### src/rtl/pll_speed_sequencer.sv
// Sequences Avalon-MM reconfiguration writes to the system PLL when the CPU speed,
// UART speed or CPU reset changes, then supervises lock with done/error reporting.
module pll_speed_sequencer #(
  parameter int LOCK_SETTLE  = 16,
  parameter int LOCK_TIMEOUT = 1000000
) (
  input  logic        clk,
  input  logic        reset,
  input  logic [2:0]  speed_in,
  input  logic [1:0]  uspeed_in,
  input  logic        cpu_reset_in,
  input  logic        pll_locked,
  input  logic        cfg_waitrequest,
  output logic        cfg_write,
  output logic [5:0]  cfg_address,
  output logic [31:0] cfg_data,
  output logic        busy,
  output logic        done,
  output logic        lock_err
);

  localparam logic [3:0] S_IDLE    = 4'd0;
  localparam logic [3:0] S_W_MODE  = 4'd1;
  localparam logic [3:0] S_G1      = 4'd2;
  localparam logic [3:0] S_W_CS    = 4'd3;
  localparam logic [3:0] S_G2      = 4'd4;
  localparam logic [3:0] S_W_CU    = 4'd5;
  localparam logic [3:0] S_G3      = 4'd6;
  localparam logic [3:0] S_W_START = 4'd7;
  localparam logic [3:0] S_SETTLE  = 4'd8;
  localparam logic [3:0] S_LOCK    = 4'd9;

  localparam int SW = (LOCK_SETTLE  > 1) ? $clog2(LOCK_SETTLE)  : 1;
  localparam int TW = (LOCK_TIMEOUT > 1) ? $clog2(LOCK_TIMEOUT) : 1;
  localparam logic [SW-1:0] SETTLE_LAST = SW'(LOCK_SETTLE - 1);
  localparam logic [TW-1:0] TMO_LAST    = TW'(LOCK_TIMEOUT - 1);

  logic [2:0]    r_spd_s1, r_spd_s2, r_spd_f, r_spd_app;
  logic [1:0]    r_usp_s1, r_usp_s2, r_usp_f, r_usp_app;
  logic          r_crst_s1, r_crst_s2, r_crst_f, r_crst_d;
  logic          r_rst_pend;
  logic [3:0]    r_state;
  logic [SW-1:0] r_settle_cnt;
  logic [TW-1:0] r_tmo_cnt;

  logic          w_rst_fall;
  logic          w_trigger;
  logic [31:0]   w_spd_data;
  logic [31:0]   w_usp_data;

  // Two-flop synchronizers; the filtered copy only follows once both stages agree,
  // so an input that changes every cycle never reaches the comparison.
  always_ff @(posedge clk or posedge reset) begin
    if (reset) begin
      r_spd_s1  <= '0;
      r_spd_s2  <= '0;
      r_spd_f   <= '0;
      r_usp_s1  <= '0;
      r_usp_s2  <= '0;
      r_usp_f   <= '0;
      r_crst_s1 <= 1'b0;
      r_crst_s2 <= 1'b0;
      r_crst_f  <= 1'b0;
      r_crst_d  <= 1'b0;
    end else begin
      // NOTE: non-blocking assignments let every stage sample its predecessor's old value.
      r_spd_s1  <= speed_in;
      r_spd_s2  <= r_spd_s1;
      r_usp_s1  <= uspeed_in;
      r_usp_s2  <= r_usp_s1;
      r_crst_s1 <= cpu_reset_in;
      r_crst_s2 <= r_crst_s1;
      r_crst_d  <= r_crst_f;
      if (r_spd_s1 == r_spd_s2)   r_spd_f  <= r_spd_s2;
      if (r_usp_s1 == r_usp_s2)   r_usp_f  <= r_usp_s2;
      if (r_crst_s1 == r_crst_s2) r_crst_f <= r_crst_s2;
    end
  end

  assign w_rst_fall = r_crst_d & ~r_crst_f;
  assign w_trigger  = (r_spd_f != r_spd_app) || (r_usp_f != r_usp_app) || r_rst_pend;

  always_comb begin
    // NOTE: a default before the case keeps this purely combinational (no latch).
    w_spd_data = 32'h0000_0505;
    case (r_spd_app)
      3'd1:    w_spd_data = 32'h0002_0504;
      3'd2:    w_spd_data = 32'h0000_1E1E;
      3'd3:    w_spd_data = 32'h0000_0F0F;
      3'd4:    w_spd_data = 32'h0000_0808;
      default: w_spd_data = 32'h0000_0505;
    endcase
  end

  always_comb begin
    w_usp_data = 32'h0004_9696;
    case (r_usp_app)
      2'd0:    w_usp_data = 32'h0004_0909;
      2'd1:    w_usp_data = 32'h0004_F4F4;
      default: w_usp_data = 32'h0004_9696;
    endcase
  end

  always_ff @(posedge clk or posedge reset) begin
    if (reset) begin
      r_state      <= S_IDLE;
      r_spd_app    <= '0;
      r_usp_app    <= '0;
      r_rst_pend   <= 1'b0;
      r_settle_cnt <= '0;
      r_tmo_cnt    <= '0;
      cfg_write    <= 1'b0;
      cfg_address  <= '0;
      cfg_data     <= '0;
      busy         <= 1'b0;
      done         <= 1'b0;
      lock_err     <= 1'b0;
    end else begin
      done <= 1'b0;
      if (w_rst_fall) r_rst_pend <= 1'b1;

      case (r_state)
        S_IDLE: begin
          if (w_trigger && pll_locked) begin
            r_spd_app   <= r_spd_f;
            r_usp_app   <= r_usp_f;
            // A reset fall landing on this very edge still earns its own sequence.
            r_rst_pend  <= w_rst_fall;
            lock_err    <= 1'b0;
            busy        <= 1'b1;
            r_state     <= S_W_MODE;
            cfg_write   <= 1'b1;
            cfg_address <= 6'd0;
            cfg_data    <= 32'd0;
          end
        end
        S_W_MODE: begin
          if (!cfg_waitrequest) begin
            cfg_write <= 1'b0;
            r_state   <= S_G1;
          end
        end
        S_G1: begin
          r_state     <= S_W_CS;
          cfg_write   <= 1'b1;
          cfg_address <= 6'd5;
          cfg_data    <= w_spd_data;
        end
        S_W_CS: begin
          if (!cfg_waitrequest) begin
            cfg_write <= 1'b0;
            r_state   <= S_G2;
          end
        end
        S_G2: begin
          r_state     <= S_W_CU;
          cfg_write   <= 1'b1;
          cfg_address <= 6'd5;
          cfg_data    <= w_usp_data;
        end
        S_W_CU: begin
          if (!cfg_waitrequest) begin
            cfg_write <= 1'b0;
            r_state   <= S_G3;
          end
        end
        S_G3: begin
          r_state     <= S_W_START;
          cfg_write   <= 1'b1;
          cfg_address <= 6'd2;
          cfg_data    <= 32'd0;
        end
        S_W_START: begin
          if (!cfg_waitrequest) begin
            cfg_write    <= 1'b0;
            r_settle_cnt <= '0;
            r_state      <= S_SETTLE;
          end
        end
        S_SETTLE: begin
          if (r_settle_cnt == SETTLE_LAST) begin
            r_tmo_cnt <= '0;
            r_state   <= S_LOCK;
          end else begin
            r_settle_cnt <= r_settle_cnt + 1'b1;
          end
        end
        S_LOCK: begin
          if (pll_locked) begin
            done    <= 1'b1;
            busy    <= 1'b0;
            r_state <= S_IDLE;
          end else if (r_tmo_cnt == TMO_LAST) begin
            lock_err <= 1'b1;
            busy     <= 1'b0;
            r_state  <= S_IDLE;
          end else begin
            r_tmo_cnt <= r_tmo_cnt + 1'b1;
          end
        end
        default: begin
          cfg_write <= 1'b0;
          busy      <= 1'b0;
          r_state   <= S_IDLE;
        end
      endcase
    end
  end

endmodule

### config.mk
export PLATFORM = sky130hd
export DESIGN_NAME = pll_speed_sequencer
export DESIGN_NICKNAME = d
export VERILOG_FILES = /design/src/rtl/pll_speed_sequencer.sv
export SDC_FILE = /design/constraint.sdc
export NUM_CORES = 1
export LEC_CHECK = 0
export CAP_MARGIN = 20
export CORE_ASPECT_RATIO = 0.5
export CORE_UTILIZATION = 55
export CTS_BUF_LIST = sky130_fd_sc_hd__clkbuf_4
export CTS_CLUSTER_SIZE = 10
export DETAILED_ROUTE_END_ITERATION = 6
export PLACE_DENSITY_LB_ADDON = 0.25
export SLEW_MARGIN = 30
export SYNTH_ARGS = -nofsm -noshare
export SYNTH_HDL_FRONTEND = slang
export SYNTH_SLANG_ARGS = --single-unit
### constraint.sdc
create_clock -name clk -period 4.1 [get_ports clk]
set_clock_uncertainty 0.2 [all_clocks]
set_input_delay 1.23 -clock clk [delete_from_list [all_inputs] [get_ports clk]]
set_output_delay 1.23 -clock clk [all_outputs]
set_load 0.02 [all_outputs]
# [Word-level counts from Yosys, hierarchy flattened]
# Index checks and enable logic that the tools add are counted.
[op_classes] muxes=37 n_mul=0 reduce_logical=24 n_eq_ne=33 order_cmp=0 div_mod_pow=0 shift=0 bitwise_logic=4 n_addsub=2
[op_table] cell="one-hot mux 32 bit (4 select lines)" count=1
[op_table] cell="one-hot mux 18 bit (4 select lines)" count=1
[op_table] cell="2-to-1 mux 20 bit" count=3
[op_table] cell="2-to-1 mux 4 bit" count=10
[op_table] cell="one-hot mux 20 bit (2 select lines)" count=1
[op_table] cell="one-hot mux 4 bit (10 select lines)" count=1
[op_table] cell="2-to-1 mux 32 bit" count=1
[op_table] cell="one-hot mux 16 bit (2 select lines)" count=1
[op_table] cell="inequality test 2 bit, second input constant" count=11
[op_table] cell="adder 20 x 1 -> 20 bit, second input constant" count=1
[op_table] cell="equality test 20 bit, second input constant" count=1
[op_table] cell="one-hot mux 6 bit (3 select lines)" count=1
[op_table] cell="equality test 4 x 3 -> 1 bit, second input constant" count=4
[op_table] cell="equality test 4 bit, second input constant" count=3
[op_table] cell="2-to-1 mux 1 bit" count=12
[op_table] cell="AND reduction 3 bit" count=3
[op_table] cell="equality test 4 x 2 -> 1 bit, second input constant" count=2
[op_table] cell="one-hot mux 4 bit (2 select lines)" count=1
[op_table] cell="AND reduction 4 bit" count=2
[op_table] cell="OR reduction 8 bit" count=1
[op_table] cell="AND reduction 7 bit" count=1
[op_table] cell="equality test 3 x 2 -> 1 bit, second input constant" count=2
[op_table] cell="2-to-1 mux 6 bit" count=1
[op_table] cell="AND reduction 2 bit" count=3
[op_table] cell="other kinds (26)" count=32
[word_totals] register_bits=95 latch_bits=0 mem_count=0 mem_bits_rw=0 mem_bits_ro=0

# [Longest topological paths before layout]
# Gate-level depths: netlist (run 1).
[depth] depth_word=6 depth_mapped=7 depth_no_buf=6

# [Least setup slack after synthesis (run 1)]
# OpenSTA, ideal clock, no wires.
[synth_timing] path_kind="input port to flip-flop" start="input port pll_locked" end="register r_tmo_cnt[18]" arrival_ps=2328 cell_stages=4 required_time_ps=3768 path_slack_ps=1440 n_path_buf=0 setup_time_ps=132 path_cell_list="or4_4 -> or3b_1 -> xor2_1 -> nor2_1"
[synth_between] elab_chain_len=2
[synth_lines] item="start: declaration" line_no="12" text="input logic pll_locked,"
[synth_lines] item="inequality test 2 bit (no line)"
[synth_lines] item="AND reduction 4 bit (no line)"
[synth_lines] item="end signal: assignment" line_no="198" text="r_tmo_cnt <= r_tmo_cnt + 1'b1;"
[synth_lines] item="end: declaration" line_no="44" text="logic [TW-1:0] r_tmo_cnt;"
# No other way between the ends.
# A chain may end at the register's enable or synchronous reset.

# [Worst setup path after layout (run 1)]
[layout_timing] start="input port pll_locked" end="register r_tmo_cnt[17]"
# Same word-level chain as after synthesis.

==> flow_metrics.env, run 1 <==
export IMPL_fin_tns_setup_ps=0
export IMPL_port_buffers=34
export IMPL_crit_buf_inv=1
export IMPL_use_met1_pct=26.40
export IMPL_finalSetupViolations=0
export IMPL_grt_use_total_pct=21.83
export IMPL_crit_family="simple AND/OR/NAND/NOR gates"
export IMPL_synth_seq_cells=69
export IMPL_start_kind="input pin"
export IMPL_cts_tree="built"
export IMPL_maxSlewViolCount=0
export IMPL_final_nets=363
export IMPL_ys_types=50
export IMPL_die_area_mm2=0.006504
export IMPL_yosysWarnings=0
export IMPL_worstSetupPathType="input pin to flip-flop"
export IMPL_slowest_stage="nor2_1"
export IMPL_synth_main_ff_cell="dfrtp_1"
export IMPL_postCtsSetupBuffers=0
export IMPL_wirelength_um=6030
export IMPL_ys_seq_area_share_pct=50.90
export IMPL_start_util_pct=59.45
export IMPL_synthArstFlopShare_pct=100.0
export IMPL_clk_path_buf_depth=2
export IMPL_h_tree_depth=3
export IMPL_crit_chain="clkdlybuf4s50_1 > nor2_1 > o21ai_0 > or3_1 > a21oi_1"
export IMPL_outcome="finished clean"
export IMPL_syn2layout_area_growth_pct=11.32
export IMPL_slowest_delay_ps=590
export IMPL_via_per_inst=5.611
export IMPL_cp_max_fo=11
export IMPL_numCtsBuffers=9
export IMPL_slew_headroom_pct=52.66
export IMPL_synth_edf_count=0
export IMPL_period_needed_ps=3126
export IMPL_met3_usage_pct=10.31
export IMPL_die_w_um=113.1
export IMPL_hold_viol_final=0
export IMPL_syn_inst=326
export IMPL_grt_pass1_vias=2306
export IMPL_ctsResizeCount=0
export IMPL_initialDrtViolationCount=127
export IMPL_busiest_layer="met2"
export IMPL_clock_sinks=69
export IMPL_worst_pin_slew_ps=704.7
export IMPL_postRouteAntennaNets=0
export IMPL_antennaDiodeCount=0
export IMPL_dpl_hpwl_um=4310
export IMPL_wl_per_cell_um=14.06
export IMPL_synth_area_mm2=0.003392
export IMPL_whs_ps=192.3
export IMPL_drive_above_1_share_pct=8.708
export IMPL_rsz0062_at_grt="no"
export IMPL_fin_crit_sh_pct=76.24
export IMPL_irDropWorstVdd_mv=0.3833
export IMPL_nFillCells=423
export IMPL_place_gp_congestion=0.8744
export IMPL_total_power_mw=2.124
export IMPL_dp_cells=413
export IMPL_root_buffer="clkbuf_4"
export IMPL_hp_class="flip-flop to flip-flop"
export IMPL_endpoint_kind="flip-flop"
export IMPL_stdcell_count=429
export IMPL_cts_hold_buf=0
export IMPL_timing_fmax_mhz=319.9
export IMPL_antenna_found_initial=0
export IMPL_power_density_mw_per_mm2=562.5
export IMPL_chipHeight_um=57.53
export IMPL_path_clk_slew_ps=100
export IMPL_core_area_mm2=0.005705
export IMPL_syn_avg_cell_area_um2=10.40
export IMPL_use_met2_pct=34.79
export IMPL_std_cell_rows=19
export IMPL_vias=2407
export IMPL_io_pins=52
export IMPL_grt_pass1_wl_um=10560
export IMPL_required_ps=4260
export IMPL_grt_ovfl_total=0
export IMPL_drv_max_cap_violation_count=0
export IMPL_clk_latency_ps=420
export IMPL_leakage_nw=1.628
export IMPL_drc_errors=0
export IMPL_arrival_ps=3280
export IMPL_grt_max_degree=41
export IMPL_dr_pass1_iters=4
-- path summary, 6_finish.rpt --
path / startpoint / end / slack (ps) / cells after the start
max: pll_locked / r_tmo_cnt[17] / 970 / 5
max reg2reg: r_tmo_cnt[7] / r_state[1] / 1350 / 5
max in group asynchronous: reset / r_tmo_cnt[4] / 2070 / 3
min reg2reg: r_crst_s1 / r_crst_s2 / 190 / 0
min in group asynchronous: reset / cfg_data[9] / 990 / 2
min: r_crst_s1 / r_crst_s2 / 190 / 0
-- cell families after synthesis --
| group | Yosys count | synth area share [%] |
|---|---|---|
| AND/OR/NAND/NOR | 120 | 19.66 |
| flip-flops | 69 | 50.90 |
| AO/OA/AOI/OAI | 47 | 9.370 |
| buffers and inverters | 47 | 8.189 |
| XOR/XNOR | 29 | 7.488 |
| multiplexers | 10 | 3.246 |
| adder cells (fa/ha/maj) | 3 | 1.033 |
| other | 1 | 0.1106 |
-- power by group --
part	internal [mW]	switching, mW	total (mW)	leakage, nW
Combinational	0.368	0.384	0.753	0.702
Sequential	0.824	0.184	1.01	0.867
Clock	0.133	0.230	0.363	0.0579
-- cells in the mapped netlist (3+ instances only) --
master	instances	area share [%]
dfrtp_1	69	51
nor2_1	32	3.5
buf_4	26	5.8
nand2_1	23	2.5
xor2_1	15	3.9
xnor2_1	14	3.6
o21ai_0	13	1.9
a21oi_1	11	1.6
inv_1	10	1.1
nand4_1	9	1.7
nor3_1	9	1.3
mux2_2	8	2.7
nand3_1	8	1.2
clkbuf_1	7	0.77
nand2b_1	7	1.3
o211ai_1	6	1.3
nor4_1	5	0.92
or3_1	4	0.74
a32o_1	3	0.89
and3_1	3	0.55
buf_2	3	0.44
nor3b_1	3	0.66
o2111ai_1	3	0.77
-- flip-flops by register name, indices dropped and copies added, names as in the netlist --
| signal | count |
|---|---|
| r_usp_f | 2 |
| r_spd_s2 | 3 |
| done | 1 |
| r_spd_s1 | 3 |
| cfg_address | 2 |
| r_rst_pend | 1 |
| r_spd_app | 3 |
| r_usp_s1 | 2 |
| r_crst_s2 | 1 |
| r_crst_f | 1 |
| r_state | 4 |
| r_tmo_cnt | 20 |
| r_crst_d | 1 |
| r_spd_f | 3 |
| lock_err | 1 |
| r_usp_app | 2 |
| cfg_data | 10 |
| cfg_write | 1 |
| busy | 1 |
| r_usp_s2 | 2 |
| r_settle_cnt | 4 |
| r_crst_s1 | 1 |
-- placed cells by master (no fill, tap or decap), drive strengths merged, types with 2 or more instances in the layout --
cell type,Yosys,layout
dfrtp,69,69
and3,3,3
nand3b,2,2
a211o,2,2
or3,4,4
nor4b,2,2
clkbuf,7,11
clkinv,0,3
nor3,9,9
xor2,15,15
conb,1,17
clkdlybuf4s50,0,34
clkinvlp,0,2
o211ai,7,7
mux2,8,8
nand3,8,8
inv,10,10
a32o,3,3
mux2i,2,2
nor3b,3,3
o21ai,13,13
a21oi,11,11
nor4,5,5
nor2,32,32
nand4,9,9
nand2b,7,7
nand2,23,23
xnor2,14,14
or3b,2,2
ha,2,2
or4b,2,2
o2111ai,3,3
nor2b,3,3
-- area by class of cell --
type                    instances  area (µm²)  area share, %
multi-input cells             226        1450          38.40
inverters                      10       37.54         0.9940
clock inverters                 5       27.53         0.7290
repair buffers                 35       360.3          9.543
well taps                      73       91.34          2.419
clock buffers                  11       82.58          2.187
flip-flops and latches         69        1727          45.73
-- per-layer routing --
| metal | up-vias | share of wire [%] |
|---|---|---|
| met2 | 74 | 48 |
| met4 | 0 | 1.6 |
| met5 | - | 0 |
| met1 | 1164 | 45 |
| met3 | 11 | 6.2 |
| li1 | 1158 | - |
-- per-stage QoR --
step | instance area [µm²] | util, % | worst slack [ps]
CTS | 3776 | 66.18 | 1022
finish | 3776 | 66.18 | 974.3
global placement | 3664 | 64.21 | 637.7
detailed placement | 3666 | 64.25 | 544.5
floorplan | 3452 | - | 930.1
global route | 3776 | 66.18 | 832.6
Power figures use the tool's default switching activity.
==> run 2: changes to the inputs <==
--- a/config.mk
+++ b/config.mk
@@ -7,7 +7,7 @@
 export LEC_CHECK = 0
 export CAP_MARGIN = 20
 export CORE_ASPECT_RATIO = 0.5
-export CORE_UTILIZATION = 55
+export CORE_UTILIZATION = 50
 export CTS_BUF_LIST = sky130_fd_sc_hd__clkbuf_4
 export CTS_CLUSTER_SIZE = 10
 export DETAILED_ROUTE_END_ITERATION = 6
==> constraint.sdc (replaced) <==
create_clock -name clk -period 2.6 [get_ports clk]
set_clock_uncertainty 0.2 [all_clocks]
set_input_delay 0.78 -clock clk [delete_from_list [all_inputs] [get_ports clk]]
set_output_delay 0.78 -clock clk [all_outputs]
set_load 0.02 [all_outputs]
==> flow_metrics.env, run 2 (same netlist as run 1, synthesis figures left out) <==
export IMPL_period_needed_ps=2455
export IMPL_finalSetupViolations=0
export IMPL_seq_power_share_pct=43.2
export IMPL_power_density_mw_per_mm2=916.2
export IMPL_cts_hold_buf=0
export IMPL_start_kind="flip-flop"
export IMPL_maxSlewViolCount=0
export IMPL_grt_max_degree=70
export IMPL_die_w_um=118.5
export IMPL_syn2layout_area_growth_pct=17.30
export IMPL_clk_latency_ps=440
export IMPL_crit_family="buffers and inverters"
export IMPL_vias=2468
export IMPL_via_per_inst=5.342
export IMPL_initialDrtViolationCount=202
export IMPL_root_buffer="clkbuf_4"
export IMPL_clk_path_buf_depth=2
export IMPL_outcome="finished clean"
export IMPL_die_area_mm2=0.007137
export IMPL_port_buffers=34
export IMPL_power_internal_mw=2.361
export IMPL_dp_slack_ps=-205.1
export IMPL_fin_ws_ps=144.7
export IMPL_hold_viol_final=0
export IMPL_largest_reg_flops=20
export IMPL_slowest_delay_ps=630
export IMPL_crit_buf_inv=1
export IMPL_postCtsSetupBuffers=0
export IMPL_drc_errors=0
export IMPL_crit_chain="clkdlybuf4s50_1"
export IMPL_final_nets=380
export IMPL_timing_fmax_mhz=407.3
export IMPL_drive_above_1_share_pct=13.14
export IMPL_rsz0062_at_grt="no"
export IMPL_slew_headroom_pct=50.06
export IMPL_worst_pin_slew_ps=743.4
export IMPL_p_switching_mw=1.284
export IMPL_p_comb_share_pct=34.9
export IMPL_drv_max_cap_violation_count=0
export IMPL_antenna_found_initial=1
export IMPL_path_clk_slew_ps=100
export IMPL_endpoint_kind="output port"
export IMPL_hp_class="flip-flop to flip-flop"
export IMPL_layout_common_cells="dfrtp_1 (69), clkdlybuf4s50_1 (34), nor2_1 (32)"
export IMPL_clock_sinks=69
export IMPL_cts_tree="built"
export IMPL_grt_pass1_vias=2300
export IMPL_postRouteAntennaNets=0
export IMPL_dr_pass1_iters=4
export IMPL_worstSetupPathType="flip-flop to output port"
export IMPL_required_ps=1620
export IMPL_io_pins=52
export IMPL_h_tree_depth=3
export IMPL_pwr_share_clk_pct=21.9
export IMPL_slowest_stage="clkdlybuf4s50_1"
export IMPL_fin_crit_sh_pct=94.43
export IMPL_wl_per_cell_um=13.89
export IMPL_regMostFlops="r_tmo_cnt"
export IMPL_grt_pass1_wl_um=11150
export IMPL_irDropWorstVdd_mv=0.4366
export IMPL_reg_largest_list="r_tmo_cnt: 20 flops, cfg_data: 10 flops"
export IMPL_final_common_cell="dfrtp_1"
export IMPL_place_gp_congestion=0.8430
export IMPL_grt_use_total_pct=20.83
export IMPL_whs_ps=194.9
export IMPL_chipHeight_um=60.24
export IMPL_leakage_nw=1.737
export IMPL_grt_ovfl_total=0
export IMPL_wirelength_um=6418
export IMPL_fin_tns_setup_ps=0
export IMPL_core_area_mm2=0.006306
export IMPL_cp_max_fo=5
export IMPL_start_util_pct=53.79
export IMPL_arrival_ps=1480
export IMPL_dpl_hpwl_um=4631
export IMPL_ctsResizeCount=0
export IMPL_switching_share_pct=35.23
export IMPL_std_cell_rows=20
export IMPL_numCtsBuffers=9
-- run 2: changes by cell type in the layout (fill, tap and decap cells not counted), sizes merged --
cell / change
clkbuf: +1
inv: -1
bufinv: +2
diode: +1
buf: +17
clkinv: -2
-- run 2: area by class of cell --
| class | count | area (µm²) |
|---|---|---|
| diodes | 1 | 2.502 |
| clock buffers | 12 | 90.09 |
| clock inverters | 4 | 72.57 |
| fillers | 518 | 2327 |
| inverters | 10 | 41.29 |
| multi-input cells | 226 | 1448 |
| flip-flops and latches | 69 | 1727 |
| well taps | 88 | 110.1 |
| repair buffers | 52 | 488.0 |
-- run 2: through the flow --
step	area, µm²	power, mW	instances	util (%)
finish	3979	3.645	462	63.10
global route	3979	3.872	462	63.10
CTS	3976	3.669	461	63.06
detailed placement	3814	2.879	445	60.48
global placement	3814	2.836	445	60.48
floorplan	3456	2.459	342	-
-- run 2: path summary, 6_finish.rpt --
| check | startpoint | to | slack (ps) | cells after the start |
|---|---|---|---|---|
| worst max-delay path | cfg_data[14] | cfg_data[13] | 140 | 1 |
| worst min-delay path | r_crst_s1 | r_crst_s2 | 190 | 0 |
| worst max register to register | r_tmo_cnt[7] | r_state[1] | 190 | 5 |
| worst min register to register | r_crst_s1 | r_crst_s2 | 190 | 0 |
| max in group asynchronous | reset | r_tmo_cnt[1] | 1330 | 3 |
| min in group asynchronous | reset | cfg_data[9] | 590 | 3 |
-- run 2: layer usage --
metal | track usage [%] | vias to the layer above | routed length (µm)
li1 | - | 1188 | -
met1 | 25.35 | 1212 | 3001
met2 | 34.62 | 58 | 3035
met3 | 7.824 | 10 | 289
met4 | 7.776 | 0 | 91
met5 | 0 | - | 0
-- run 2: power groups by stage --
stage	logic (mW)	registers [mW]	clock network, mW
floorplan	0.889	1.57	0
global route	1.39	1.62	0.860
finish	1.27	1.57	0.798
detailed placement	1.28	1.60	0
global placement	1.25	1.58	0
CTS	1.28	1.57	0.812
